===== config.mk =====
export PLATFORM = sky130hd
export DESIGN_NAME = instr_fetch_unit
export DESIGN_NICKNAME = d
export VERILOG_FILES = /design/src/rtl/instr_fetch_unit.sv
export SDC_FILE = /design/constraint.sdc
export NUM_CORES = 1
export LEC_CHECK = 0
export CAP_MARGIN = 20
export CORE_UTILIZATION = 46
export CTS_CLUSTER_DIAMETER = 40
export DETAILED_ROUTE_END_ITERATION = 10
export PLACE_DENSITY = 0.91
export SLEW_MARGIN = 0
export SYNTH_ARGS = -nofsm -noshare
export SYNTH_HDL_FRONTEND = slang
export SYNTH_SLANG_ARGS = --single-unit

===== constraint.sdc =====
create_clock -name clk -period 2 [get_ports clk]
set_clock_uncertainty 0.05 [all_clocks]
set_input_delay 0.2 -clock clk [delete_from_list [all_inputs] [get_ports clk]]
set_output_delay 0.2 -clock clk [all_outputs]
set_load 0.02 [all_outputs]

===== src/rtl/instr_fetch_unit.sv =====
// instr_fetch_unit: fetch stage owning the PC and IF/ID register, with zero-penalty
// absolute jumps, downstream redirects and sticky jump-to-self halt detection.
module instr_fetch_unit #(
   parameter logic [15:0] RESET_PC    = 16'h0000,
   parameter logic [5:0]  JUMP_OPCODE = 6'b010100,
   parameter int          CNT_W       = 16
) (
   input  logic             clk,
   input  logic             rst_n,
   output logic [15:0]      imem_addr,
   input  logic [31:0]      imem_instr,
   input  logic             stall,
   input  logic             redirect_valid,
   input  logic [15:0]      redirect_target,
   output logic [31:0]      if_instr,
   output logic [15:0]      if_pc,
   output logic             if_valid,
   output logic             halted,
   output logic [CNT_W-1:0] fetch_count
);
   logic [15:0]      pc_q, pc_d, if_pc_q, if_pc_d;
   logic [31:0]      if_instr_q, if_instr_d;
   logic             if_valid_q, if_valid_d, halted_q, halted_d;
   logic [CNT_W-1:0] cnt_q, cnt_d;
   logic             is_jump;
   logic [15:0]      jump_tgt;

   assign is_jump  = imem_instr[31:26] == JUMP_OPCODE;
   assign jump_tgt = imem_instr[15:0];

   always_comb begin
      pc_d       = pc_q;
      if_pc_d    = if_pc_q;
      if_instr_d = if_instr_q;
      if_valid_d = if_valid_q;
      halted_d   = halted_q;
      cnt_d      = cnt_q;
      if (redirect_valid) begin
         pc_d       = redirect_target;
         if_valid_d = 1'b0;
         halted_d   = 1'b0;
      end else if (halted_q) begin
         if_valid_d = 1'b0;
      end else if (!stall) begin
         if_instr_d = imem_instr;
         if_pc_d    = pc_q;
         if_valid_d = 1'b1;
         cnt_d      = &cnt_q ? cnt_q : cnt_q + 1'b1;
         // a jump-to-self lands back on pc_q, so the PC naturally holds once halted
         pc_d       = is_jump ? jump_tgt : pc_q + 16'd1;
         halted_d   = is_jump && (jump_tgt == pc_q);
      end
   end

   always_ff @(posedge clk or negedge rst_n) begin
      if (!rst_n) begin
         pc_q       <= RESET_PC;
         if_pc_q    <= '0;
         if_instr_q <= '0;
         if_valid_q <= 1'b0;
         halted_q   <= 1'b0;
         cnt_q      <= '0;
      end else begin
         pc_q       <= pc_d;
         if_pc_q    <= if_pc_d;
         if_instr_q <= if_instr_d;
         if_valid_q <= if_valid_d;
         halted_q   <= halted_d;
         cnt_q      <= cnt_d;
      end
   end

   assign imem_addr   = pc_q;
   assign if_instr    = if_instr_q;
   assign if_pc       = if_pc_q;
   assign if_valid    = if_valid_q;
   assign halted      = halted_q;
   assign fetch_count = cnt_q;
endmodule


## Word-level counts from Yosys, hierarchy flattened

Cells that the tools add are included.

| word-level totals | value |
|---|---|
| flip-flop bits (word level) | 82 |
| input bits | 52 |
| output and inout bits | 82 |
| word-level logic and storage cells | 32 |

| cells by class | value |
|---|---|
| add/subtract/negate cells | 2 |
| eq/ne operators | 5 |
| muxes and demuxes | 10 |
| bitwise operators | 4 |
| reduce and logical (&&, ||, !) cells | 5 |

Operators by type and width:

| cell | count |
|---|---|
| $mux W16 | 4 |
| $add A16 B1 Y16 const B | 2 |
| $eq A16 B16 Y1 | 1 |
| $reduce_and A16 Y1 | 1 |
| $eq A6 B5 Y1 const B | 1 |
| $mux W1 | 6 |
| $not A1 Y1 | 4 |
| $reduce_and A4 Y1 | 1 |
| $ne A3 B1 Y1 const B | 1 |
| $reduce_and A3 Y1 | 1 |
| $ne A2 B1 Y1 const B | 1 |
| $ne A2 B2 Y1 const B | 1 |
| $reduce_and A2 Y1 | 1 |
| $logic_and A1 B1 Y1 | 1 |

## Longest topological paths before layout

| logic depth | value |
|---|---|
| depth in word-level cells | 5 |
| gate-level depth with buffers | 6 |
| mapped depth without buffers | 5 |

## Least setup slack after synthesis

OpenSTA, ideal clock, no wires.

| timing path | value |
|---|---|
| kind | reg-to-reg |
| start point | register halted_q, in the netlist halted |
| end point | register cnt_q[12], in the netlist fetch_count[12] |
| setup time | 0.132 ns |
| arrival time | 1.816 ns |
| required time | 1.818 ns |
| setup slack | 0.003 ns |
| cell stages (with the launch flop) | 6 |
| path buffers | 1 |
| clock period less this slack | 1.997 ns |
| cells stage by stage | dfrtp_1 or3_1 clkbuf_1 or2_0 or4b_1 xnor2_1 |

| between the ends | value |
|---|---|
| word-level cells in the longest chain between the ends | 2 |

Ends and longest elaborated chain:

| what | RTL line | source |
|---|---|---|
| start, declared | 23 | `logic if_valid_q, if_valid_d, halted_q, halted_d;` |
| start signal, assigned | 68 | `halted_q <= halted_d;` |
| $not A1 Y1 (no source line) | - |  |
| $reduce_and A4 Y1 (no source line) | - |  |
| end signal, assigned | 69 | `cnt_q <= cnt_d;` |
| end, declared | 24 | `logic [CNT_W-1:0] cnt_q, cnt_d;` |

Every way passes these cells.
A chain may end at the register's enable or synchronous reset.

## Worst setup path after layout

Ends and elaborated chain as after synthesis.

==> metrics.txt <==
# TYPE chip_impl_metric gauge
chip_impl_info{name="outcome",value="finished clean"} 1
chip_impl_metric{name="synth-warning-count",unit=""} 0
chip_impl_metric{name="design.die.area",unit="sq um"} 9320
chip_impl_metric{name="largest_net_degree_at_the_start_of_global_routing",unit=""} 59
chip_impl_info{name="critical_path.endpoint_type",value="flip-flop"} 1
chip_impl_metric{name="cts.clk_slew.worst_paths",unit="ps"} 100
chip_impl_info{name="critPathKind",value="flip-flop to flip-flop"} 1
chip_impl_metric{name="post_route_cell_area",unit="sq um"} 5980
chip_impl_metric{name="final_net_count",unit=""} 673
chip_impl_info{name="root_buffer",value="sky130_fd_sc_hd__clkbuf_8"} 1
chip_impl_metric{name="post_synth_inst_count",unit=""} 475
chip_impl_metric{name="period_needed",unit="ps"} 1890
chip_impl_metric{name="antennaDiodeCount",unit=""} 0
chip_impl_metric{name="port_buffers",unit=""} 133
chip_impl_metric{name="p_total",unit="mW"} 5.15
chip_impl_metric{name="timing.fmax",unit="MHz"} 529
chip_impl_metric{name="r2r.worst_path.cells",unit=""} 4
chip_impl_info{name="hold_path.class",value="input port to flip-flop"} 1
chip_impl_metric{name="drt-pass1-iter-count",unit=""} 5
chip_impl_metric{name="cts-root-to-sink-buffers",unit=""} 2
chip_impl_info{name="cts_tree",value="done"} 1
chip_impl_metric{name="die_height",unit="um"} 96.6
chip_impl_metric{name="n_fill_cell",unit=""} 693
chip_impl_metric{name="wl_per_cell",unit="um"} 17.3
chip_impl_metric{name="part_of_the_cycle_the_worst_path_needs",unit=""} 0.946
chip_impl_metric{name="boundaryPins",unit=""} 134
chip_impl_info{name="timing.hold.worst.start",value="imem_instr[25]"} 1
chip_impl_metric{name="finalSetupViolations",unit=""} 0
chip_impl_metric{name="synth_sequential_area_ratio",unit=""} 0.499
chip_impl_metric{name="synth-async-reset-ratio",unit=""} 1.00
chip_impl_metric{name="ys_ff_latch",unit=""} 82
chip_impl_metric{name="die_x",unit="um"} 96.6
chip_impl_info{name="r2r_end",value="fetch_count[12]"} 1
chip_impl_metric{name="first_global_vias",unit=""} 3918
chip_impl_metric{name="worstPathRequired",unit="ps"} 2200
chip_impl_metric{name="syn_to_final_growth",unit="%"} 45.4
chip_impl_metric{name="timing.critical_path.fanout_max",unit=""} 2
chip_impl_metric{name="max-slew-margin-rel",unit=""} 0.637
chip_impl_metric{name="core",unit="sq um"} 8680
chip_impl_info{name="crit_path_top_delay_cell",value="sky130_fd_sc_hd__or4b_1"} 1
chip_impl_metric{name="synth.cell_area",unit="sq um"} 4110
chip_impl_metric{name="routabilityCongestion",unit=""} 0.960
chip_impl_metric{name="h_tree_depth",unit=""} 3
chip_impl_metric{name="cts_setup_buffers",unit=""} 0
chip_impl_info{name="mostFrequentLayoutCell",value="sky130_fd_sc_hd__nand2_1"} 1
chip_impl_metric{name="viasPerCell",unit=""} 5.72
chip_impl_metric{name="wire_length_of_the_first_global_routing_pass",unit="mm"} 19.5
chip_impl_info{name="netlist_top_cells_area",value="sky130_fd_sc_hd__dfrtp_1 50%, sky130_fd_sc_hd__nand2_1 14%, sky130_fd_sc_hd__xor2_1 4.3%, sky130_fd_sc_hd__a21oi_1 2.7%, sky130_fd_sc_hd__clkbuf_1 2.6%"} 1
chip_impl_metric{name="synth_edf_count",unit=""} 0
chip_impl_metric{name="wl",unit="mm"} 12.7
chip_impl_metric{name="route.antenna.remaining_nets",unit=""} 0
chip_impl_metric{name="drt_iter0_drc",unit=""} 410
chip_impl_metric{name="numClockSinks",unit=""} 82
chip_impl_metric{name="synth_largest_type_area_fraction",unit=""} 0.499
chip_impl_metric{name="syn_area_per_cell",unit="sq um"} 8.66
chip_impl_metric{name="count_of_distinct_cell_types_in_the_synthesized_netlist",unit=""} 48
chip_impl_info{name="min_to",value="if_instr[25]"} 1
chip_impl_metric{name="synth_nets",unit=""} 529
chip_impl_metric{name="share_of_cells_above_drive_strength_1",unit=""} 0.0979
chip_impl_metric{name="cap_viol_max_count",unit=""} 0
chip_impl_metric{name="hold_viol_final",unit=""} 0
chip_impl_metric{name="globalRouteTotalUtil",unit=""} 0.276
chip_impl_info{name="cp-start-kind",value="flip-flop"} 1
chip_impl_metric{name="initial_core_util",unit=""} 0.474
chip_impl_metric{name="worst_margin_pin_slew",unit="ps"} 544
chip_impl_metric{name="max_stage_delay",unit="ps"} 520
chip_impl_info{name="synthDominantAreaCellType",value="sky130_fd_sc_hd__dfrtp_1"} 1
chip_impl_metric{name="place.detailed.instances",unit=""} 715
chip_impl_info{name="timing.rr.start",value="halted"} 1
chip_impl_metric{name="cellLeakagePower",unit="nW"} 2.68
chip_impl_metric{name="drc",unit=""} 0
chip_impl_metric{name="cts-buffers-inserted",unit=""} 9
chip_impl_metric{name="final_cells",unit=""} 731
chip_impl_metric{name="finalSetupTns",unit="ps"} 0
chip_impl_metric{name="placementRows",unit=""} 34
chip_impl_metric{name="final_max_slew_viol_count",unit=""} 0
chip_impl_metric{name="dpl.hpwl",unit="mm"} 9.19
chip_impl_metric{name="flop_to_flop_setup_slack",unit="ps"} 110
chip_impl_info{name="ys_dominant_reg_cell",value="sky130_fd_sc_hd__dfrtp_1"} 1
chip_impl_metric{name="critical_path_arrival",unit="ps"} 2090
chip_impl_metric{name="grt_remaining_overflow",unit=""} 0
chip_impl_info{name="final_cell_mix",value="158 x sky130_fd_sc_hd__nand2_1, 132 x sky130_fd_sc_hd__clkdlybuf4s50_1, 82 x sky130_fd_sc_hd__dfrtp_1"} 1
chip_impl_metric{name="worst_skew_pair.late_latency",unit="ps"} 360
chip_impl_metric{name="initial_antenna_violation_count",unit=""} 0
chip_impl_metric{name="vdd.ir_drop.worst",unit="V"} 0.000466
chip_impl_metric{name="power_per_cell_area",unit="nW/um^2"} 861
chip_impl_info{name="worstPathCellList",value="or3_2 -> or2_0 -> or4b_1 -> xnor2_1"} 1
chip_impl_info{name="unrepaired_setup_endpoints_after_global_routing",value="false"} 1
chip_impl_metric{name="whs_path_depth",unit=""} 3
chip_impl_metric{name="routed-via-count",unit=""} 4179
chip_impl_metric{name="dpl-instance-area",unit="sq um"} 5730
-- Yosys cell counts, types with 3 or more instances --
library cell and instances:
sky130_fd_sc_hd__nor2_1 10, sky130_fd_sc_hd__a211oi_1 5, sky130_fd_sc_hd__o21a_1 4, sky130_fd_sc_hd__nor4_1 9, sky130_fd_sc_hd__inv_1 7, sky130_fd_sc_hd__nand3_1 14, sky130_fd_sc_hd__nand2_1 158, sky130_fd_sc_hd__a21oi_1 22
sky130_fd_sc_hd__xor2_1 20, sky130_fd_sc_hd__and3_1 6, sky130_fd_sc_hd__nor2b_1 7, sky130_fd_sc_hd__mux2_2 4, sky130_fd_sc_hd__or3_1 3, sky130_fd_sc_hd__nand4_1 7, sky130_fd_sc_hd__a22oi_1 5, sky130_fd_sc_hd__dfrtp_1 82
sky130_fd_sc_hd__clkbuf_1 28, sky130_fd_sc_hd__o21ai_0 7, sky130_fd_sc_hd__a31oi_1 3, sky130_fd_sc_hd__buf_1 6, sky130_fd_sc_hd__xnor2_1 8, sky130_fd_sc_hd__o211ai_1 3, sky130_fd_sc_hd__o31ai_1 6, sky130_fd_sc_hd__nor3_1 15
-- where the power goes --
group / internal [mW] / switching [mW] / total (mW)
logic: 0.750 / 0.831 / 1.58
clock network: 0.830 / 0.629 / 1.46
registers: 1.89 / 0.219 / 2.11
total: 3.47 / 1.68 / 5.15
-- registers in the layout, indices dropped and copies added (netlist names) --
name	cells
imem_addr	16
fetch_count	16
if_instr	32
if_valid	1
if_pc	16
halted	1
-- per-stage QoR --
step	utilization	hold WS (ps)	setup WS, ps
2_1_floorplan	-	-146	2.64
3_3_place_gp	0.660	158	-229
3_5_place_dp	0.660	173	-281
4_1_cts	0.688	318	51.1
5_1_grt	0.689	331	1.92
6_report	0.689	319	108
-- how the worst max path moves through the flow --
stage                       to            from  slack [ps]  depth (start not counted)
2_1_floorplan  fetch_count[12]          halted           3                          5
4_1_cts         fetch_count[6]          halted          50                          5
5_1_grt          imem_addr[15]   imem_addr[10]           2                          4
6_report       fetch_count[12]          halted         110                          4
3_5_place_dp    fetch_count[6]  redirect_valid        -280                          6
3_3_place_gp    fetch_count[1]  redirect_valid        -230                          5
-- metal layers --
layer	share of wire	wire length (um)	track usage
met5	0	0	0
met2	0.48	6010	0.433
met3	0.086	1090	0.0501
met1	0.41	5200	0.385
met4	0.028	354	0.0968
-- repair_timing --
item                       in CTS  in global routing
setup endpoints to repair       0                  3
hold buffers                    1                  0
hold endpoints to repair       40                  0
resized for setup               0                  2
-- kinds of logic (layout without fill, tap and decap cells) --
kind of cell,count (synthesis),in the layout,synth area share
muxes,4,4,0.0110
adders and majority gates,2,2,0.00608
DFF,82,82,0.499
AOI/OAI and AO/OA,73,73,0.119
xor gates and xnor gates,28,28,0.0596
buffers and inverters,42,190,0.0386
and+or+nand+nor,244,244,0.267
-- critical path, delay by kind of cell (launching register included) --
family           cells  cell delay [ps]
XOR/XNOR             1              140
flip-flops           1              380
AND/OR/NAND/NOR      3             1230
-- final cells by class --
type | count | area, sq um | area share
inverter | 7 | 26.3 | 0.00440
multi-input combinational | 351 | 1920 | 0.321
sequential | 82 | 2050 | 0.343
clock inverter | 6 | 113 | 0.0188
tap | 108 | 135 | 0.0226
clock buffer | 9 | 124 | 0.0207
timing repair buffer | 168 | 1610 | 0.269
(Power assumes the default switching activity.)
